## src/rtl/sdam_tx.sv

```systemverilog
// sdam_tx: serial transmitter for the SDAM address+data frame on scl/sda.
// Frame: start 0, marker 1, addr LSB-first, data LSB-first; sda only moves on scl fall events.
module sdam_tx #(
    parameter int unsigned HALF_DIV = 4,
    parameter int unsigned GAP_BITS = 2
) (
    input  logic        clk,
    input  logic        reset_n,
    input  logic        in_valid,
    input  logic [7:0]  in_addr,
    input  logic [15:0] in_data,
    output logic        in_ready,
    output logic        scl,
    output logic        sda,
    output logic        busy,
    output logic        tx_done
);

    localparam int unsigned PH_W  = (HALF_DIV > 1) ? $clog2(HALF_DIV) : 1;
    localparam int unsigned GAP_W = $clog2(GAP_BITS + 1);

    localparam logic [PH_W-1:0]  PH_LAST  = PH_W'(HALF_DIV - 1);
    localparam logic [GAP_W-1:0] GAP_LAST = GAP_W'(GAP_BITS - 1);
    localparam logic [4:0]       BIT_LAST = 5'd25;

    typedef enum logic [1:0] {
        IDLE,
        WAIT_EDGE,
        SEND,
        GAP
    } state_t;

    state_t            r_state;
    logic [PH_W-1:0]   r_phase;
    logic              r_scl;
    logic              r_sda;
    logic              r_busy;
    logic              r_tx_done;
    logic              r_in_ready;
    logic [4:0]        r_bit_cnt;
    logic [GAP_W-1:0]  r_gap_cnt;
    logic [23:0]       r_shift;

    logic              w_tick;
    logic              w_fall;
    logic [GAP_W-1:0]  w_gap_next;

    assign w_tick     = (r_phase == PH_LAST);
    assign w_fall     = w_tick & r_scl;
    assign w_gap_next = r_gap_cnt + GAP_W'(1);

    always_ff @(posedge clk or negedge reset_n) begin
        if (!reset_n) begin
            r_phase <= '0;
            r_scl   <= 1'b0;
        end else if (w_tick) begin
            r_phase <= '0;
            r_scl   <= ~r_scl;
        end else begin
            r_phase <= r_phase + PH_W'(1);
        end
    end

    // The final gap bit is supplied by the IDLE -> WAIT_EDGE alignment, so GAP
    // releases one fall event early and back-to-back frames see exactly GAP_BITS
    // high bits; with GAP_BITS==1 the GAP state is skipped altogether.
    always_ff @(posedge clk or negedge reset_n) begin
        if (!reset_n) begin
            r_state    <= IDLE;
            r_in_ready <= 1'b1;
            r_sda      <= 1'b1;
            r_busy     <= 1'b0;
            r_tx_done  <= 1'b0;
            r_bit_cnt  <= '0;
            r_gap_cnt  <= '0;
            r_shift    <= '0;
        end else begin
            r_tx_done <= 1'b0;
            unique case (r_state)
                IDLE: begin
                    r_sda <= 1'b1;
                    if (in_valid && r_in_ready) begin
                        r_shift    <= {in_data, in_addr};
                        r_busy     <= 1'b1;
                        r_in_ready <= 1'b0;
                        r_state    <= WAIT_EDGE;
                    end
                end
                WAIT_EDGE: begin
                    if (w_fall) begin
                        r_sda     <= 1'b0;
                        r_bit_cnt <= '0;
                        r_state   <= SEND;
                    end
                end
                SEND: begin
                    if (w_fall) begin
                        if (r_bit_cnt == BIT_LAST) begin
                            r_sda     <= 1'b1;
                            r_tx_done <= 1'b1;
                            r_gap_cnt <= '0;
                            if (GAP_BITS == 1) begin
                                r_busy     <= 1'b0;
                                r_in_ready <= 1'b1;
                                r_state    <= IDLE;
                            end else begin
                                r_state <= GAP;
                            end
                        end else begin
                            r_bit_cnt <= r_bit_cnt + 5'd1;
                            if (r_bit_cnt == 5'd0) begin
                                r_sda <= 1'b1;
                            end else begin
                                r_sda   <= r_shift[0];
                                r_shift <= {1'b0, r_shift[23:1]};
                            end
                        end
                    end
                end
                GAP: begin
                    r_sda <= 1'b1;
                    if (w_fall) begin
                        r_gap_cnt <= w_gap_next;
                        if (w_gap_next == GAP_LAST) begin
                            r_busy     <= 1'b0;
                            r_in_ready <= 1'b1;
                            r_state    <= IDLE;
                        end
                    end
                end
                default: begin
                    r_state    <= IDLE;
                    r_in_ready <= 1'b1;
                    r_busy     <= 1'b0;
                    r_sda      <= 1'b1;
                end
            endcase
        end
    end

    assign in_ready = r_in_ready;
    assign scl      = r_scl;
    assign sda      = r_sda;
    assign busy     = r_busy;
    assign tx_done  = r_tx_done;

endmodule

```

## config.mk

```make
export PLATFORM = sky130hd
export DESIGN_NAME = sdam_tx
export DESIGN_NICKNAME = d
export VERILOG_FILES = /design/src/rtl/sdam_tx.sv
export SDC_FILE = /design/constraint.sdc
export NUM_CORES = 1
export LEC_CHECK = 0
export ABC_AREA = 1
export CORE_MARGIN = 2
export CORE_UTILIZATION = 42
export DETAILED_ROUTE_END_ITERATION = 10
export GPL_ROUTABILITY_DRIVEN = 0
export HOLD_SLACK_MARGIN = 0.03
export SLEW_MARGIN = 25
export SYNTH_ARGS = -nofsm -noshare
export SYNTH_HDL_FRONTEND = slang
export SYNTH_SLANG_ARGS = --single-unit
export TNS_END_PERCENT = 30
```

## constraint.sdc

```tcl
create_clock -name clk -period 3.45 [get_ports clk]
set_clock_uncertainty 0.1 [all_clocks]
set_input_delay 0.69 -clock clk [delete_from_list [all_inputs] [get_ports clk]]
set_output_delay 0.69 -clock clk [all_outputs]
set_load 0.005 [all_outputs]
```

==> flow_summary.json <==
{
  "run_status": "completed",
  "final.hold.worst_slack_ps": 340,
  "synthMuxAreaShare_pct": 0,
  "tritoncts": "yes",
  "antenna_found_initial": 0,
  "power.share.switching_pct": 21.2,
  "maxcap_violations": 0,
  "crit_path_start_kind": "flip-flop",
  "seq_power_share_pct": 57.5,
  "worstHoldPathType": "reg2reg",
  "chipHeight_um": 77.5,
  "firstDrtPassIters": 4,
  "clock_tree.buffer_depth": 2,
  "share_clk_of_total_power_pct": 36.2,
  "seq_area_frac_synth_pct": 44.2,
  "synthAdderAreaFrac_pct": 5.52,
  "clkTransAtPathRegs_ps": 70,
  "grt_start_max_net_pins": 41,
  "post_cts.resized_instances": 0,
  "flow.area_growth_from_synthesis_pct": 17.6,
  "std_cell_rows": 26,
  "post_cts_buffers": 0,
  "drt_iter0_markers": 57,
  "dominant_combinational_cell_family_by_area_after_synthesis": "simple AND/OR/NAND/NOR gates",
  "r2r_start": "r_state[0]",
  "worst-slew-pin-transition_ps": 906,
  "root_buffer": "sky130_fd_sc_hd__clkbuf_8",
  "pre_cts_slack_ps": 1040,
  "hold_path_startpoint": "r_phase[0]",
  "fillers": 510,
  "synth_cell_types": 27,
  "numCtsBuffers": 5,
  "gr-usage-all-layers_pct": 16.1,
  "drc": 0,
  "finalMaxSlewViolations": 0,
  "finalSetupTns_ps": 0,
  "floorplan.initialDensity_pct": 43.9,
  "postLayoutSetupSlackWorst_ps": 1060,
  "clock_sinks": 40,
  "detailedPlacementHpwl_um": 2900,
  "yosys.area_share.xor_xnor_pct": 0.386,
  "crit_path_category": "reg2reg",
  "post_dp_cell_area_um2": 2590,
  "drive_gt1_share_pct": 9.12,
  "setup-violations-final": 0,
  "mostFrequentLayoutCells": "sky130_fd_sc_hd__nand2_1 (144), sky130_fd_sc_hd__dfrtp_1 (38), sky130_fd_sc_hd__o21ai_0 (30), sky130_fd_sc_hd__clkdlybuf4s50_1 (30), sky130_fd_sc_hd__inv_1 (16)",
  "syn-cell-area_um2": 2270,
  "die-area_um2": 6000,
  "crit_path_max_incr_delay_ps": 440,
  "grt_first_pass_wirelength_um": 7910,
  "worstPathCellList": "inv_1, ha_1, inv_4, nand2_4, nand3_4, nor2_8, nand2_1, nand2_1",
  "cpMostUsedCell": "sky130_fd_sc_hd__nand2_1",
  "coreArea_um2": 5170,
  "cp_slowest_cell": "sky130_fd_sc_hd__dfrtp_1",
  "rsz_0062_raised_after_global_routing": "no",
  "final_design_area_no_fill_um2": 2670,
  "final_common_cell": "sky130_fd_sc_hd__nand2_1",
  "internal_power_component_mw": 0.643,
  "synth_compound_area_share_pct": 7.72,
  "ys_warn_count": 0,
  "critPathMaxFanout": 25,
  "cp-end-kind": "flip-flop",
  "final_antenna_net_count": 0,
  "cp.arrival_ps": 2510,
  "period_needed_ps": 2390,
  "postSynthNetCount": 338,
  "finalCritPeriodShare_pct": 69.3,
  "async_set_or_reset_flop_fraction_in_the_synthesized_netlist_pct": 100,
  "total_grt_overflow": 0,
  "clock_latency_ps": 280,
  "max_clock_freq_mhz": 418,
  "timing.final.hold_violations": 0,
  "ioPinCount": 32,
  "route.vias.total": 1856,
  "synth.ff_latch_count": 40,
  "portBuffers": 31,
  "first_global_vias": 1831,
  "cts_hold_buffers_added": 0,
  "timing.critical_path.required_ps": 3570,
  "design.final.nets": 365,
  "relative_slew_slack_pct": 39.6,
  "p_per_area_nw_per_um2": 306,
  "syn-mean-instance-area_um2": 7.54,
  "finalWirelength_um": 4350,
  "yosys.area_share.simple_pct": 35.1,
  "max-vdd-ir-drop_v": 0.000206,
  "synthCells": 301,
  "combPwrFrac_pct": 6.3,
  "cts-htree-levels": 2,
  "critical_path.startpoint": "r_state[0]",
  "power.switching_mw": 0.173,
  "chipWidth_um": 77.5,
  "wl_per_cell_um": 10.9,
  "number_of_enable_flip_flop_cells_after_synthesis": 0,
  "cellLeakagePower_nw": 1.40,
  "antenna-diode-count": 0,
  "post_drt_via_cell_ratio": 4.65,
  "ys_dominant_reg_cell": "sky130_fd_sc_hd__dfrtp_1"
}
==> routing by layer <==
metal | part of all wire [%] | vias to the layer above | GRT usage (%)
met3 | 3.6 | 5 | 3.26
li1 | - | 986 | -
met2 | 49 | 29 | 29.0
met4 | 1.0 | 0 | 5.00
met5 | 0 | - | 0
met1 | 47 | 836 | 19.4
==> worst max-delay path: cells and delay by family, from the launching register on <==
family	cells	cell delay (ps)
and+or+nand+nor	5	1010
DFF	1	440
adders and majority gates	1	440
buffers and inverters	2	320
==> stage by stage <==
stage                     cells  utilization [%]  total power, mW
after floorplan             301                -            0.490
after global placement      391             50.0            0.530
after detailed placement    391             50.0            0.530
after CTS                   399             51.6            0.830
after global routing        399             51.6            0.860
final                       399             51.6            0.815
==> logic make-up after synthesis <==
group                      count (synthesis)
xor gates and xnor gates                   1
DFF                                       40
buffers and inverters                     31
and+or+nand+nor                          185
adders and majority gates                 10
AOI/OAI and AO/OA                         34
==> sequential cells by signal, summed over array words and instances (netlist names) <==
| name | flops |
|---|---|
| r_shift | 24 |
| r_phase | 2 |
| r_state | 2 |
| in_ready | 1 |
| tx_done | 1 |
| r_gap_cnt | 2 |
| sda | 1 |
| r_bit_cnt | 5 |
| busy | 1 |
| scl | 1 |
==> path summary, 6_finish.rpt <==
check / end / slack [ps] / cells after the start
worst min-delay path: r_phase[0] / 340 / 1
max in group asynchronous: r_shift[12] / 2250 / 1
worst max-delay path: r_shift[12] / 1060 / 8
min in group asynchronous: r_bit_cnt[3] / 430 / 1
worst min register to register: r_phase[0] / 340 / 1
worst max register to register: r_shift[12] / 1060 / 8
==> Yosys cell counts (2+ instances only) <==
cell	count	share of area [%]
sky130_fd_sc_hd__nand2_1	144	24
sky130_fd_sc_hd__dfrtp_1	38	42
sky130_fd_sc_hd__o21ai_0	30	6.6
sky130_fd_sc_hd__inv_1	16	2.6
sky130_fd_sc_hd__nor2_1	12	2.0
sky130_fd_sc_hd__nand2_2	11	3.0
sky130_fd_sc_hd__ha_1	10	5.5
sky130_fd_sc_hd__nand3_1	7	1.5
sky130_fd_sc_hd__clkbuf_1	5	0.83
sky130_fd_sc_hd__nand4_1	4	1.1
sky130_fd_sc_hd__buf_4	3	0.99
sky130_fd_sc_hd__buf_6	2	0.99
sky130_fd_sc_hd__clkbuf_2	2	0.44
sky130_fd_sc_hd__dfstp_2	2	2.3
sky130_fd_sc_hd__nand2_4	2	0.99
sky130_fd_sc_hd__o21ai_1	2	0.44
==> power by group through the flow <==
stage                     sequential, mW  combinational [mW]  clock [mW]
after floorplan                    0.478              0.0121           0
after detailed placement           0.478              0.0523           0
after global placement             0.478              0.0525           0
final                              0.469              0.0512       0.295
after global routing               0.468              0.0578       0.334
after CTS                          0.469              0.0525       0.309
==> layout make-up <==
type	count	area (µm²)	share of cell area (%)
clock buffer	8	80.1	3.00
inverter	18	70.1	2.63
multi-input combinational	230	1110	41.5
sequential	40	1000	37.6
tap	70	87.6	3.28
timing repair buffer	33	320	12.0
Note: power is estimated with default switching activity, not from simulation.
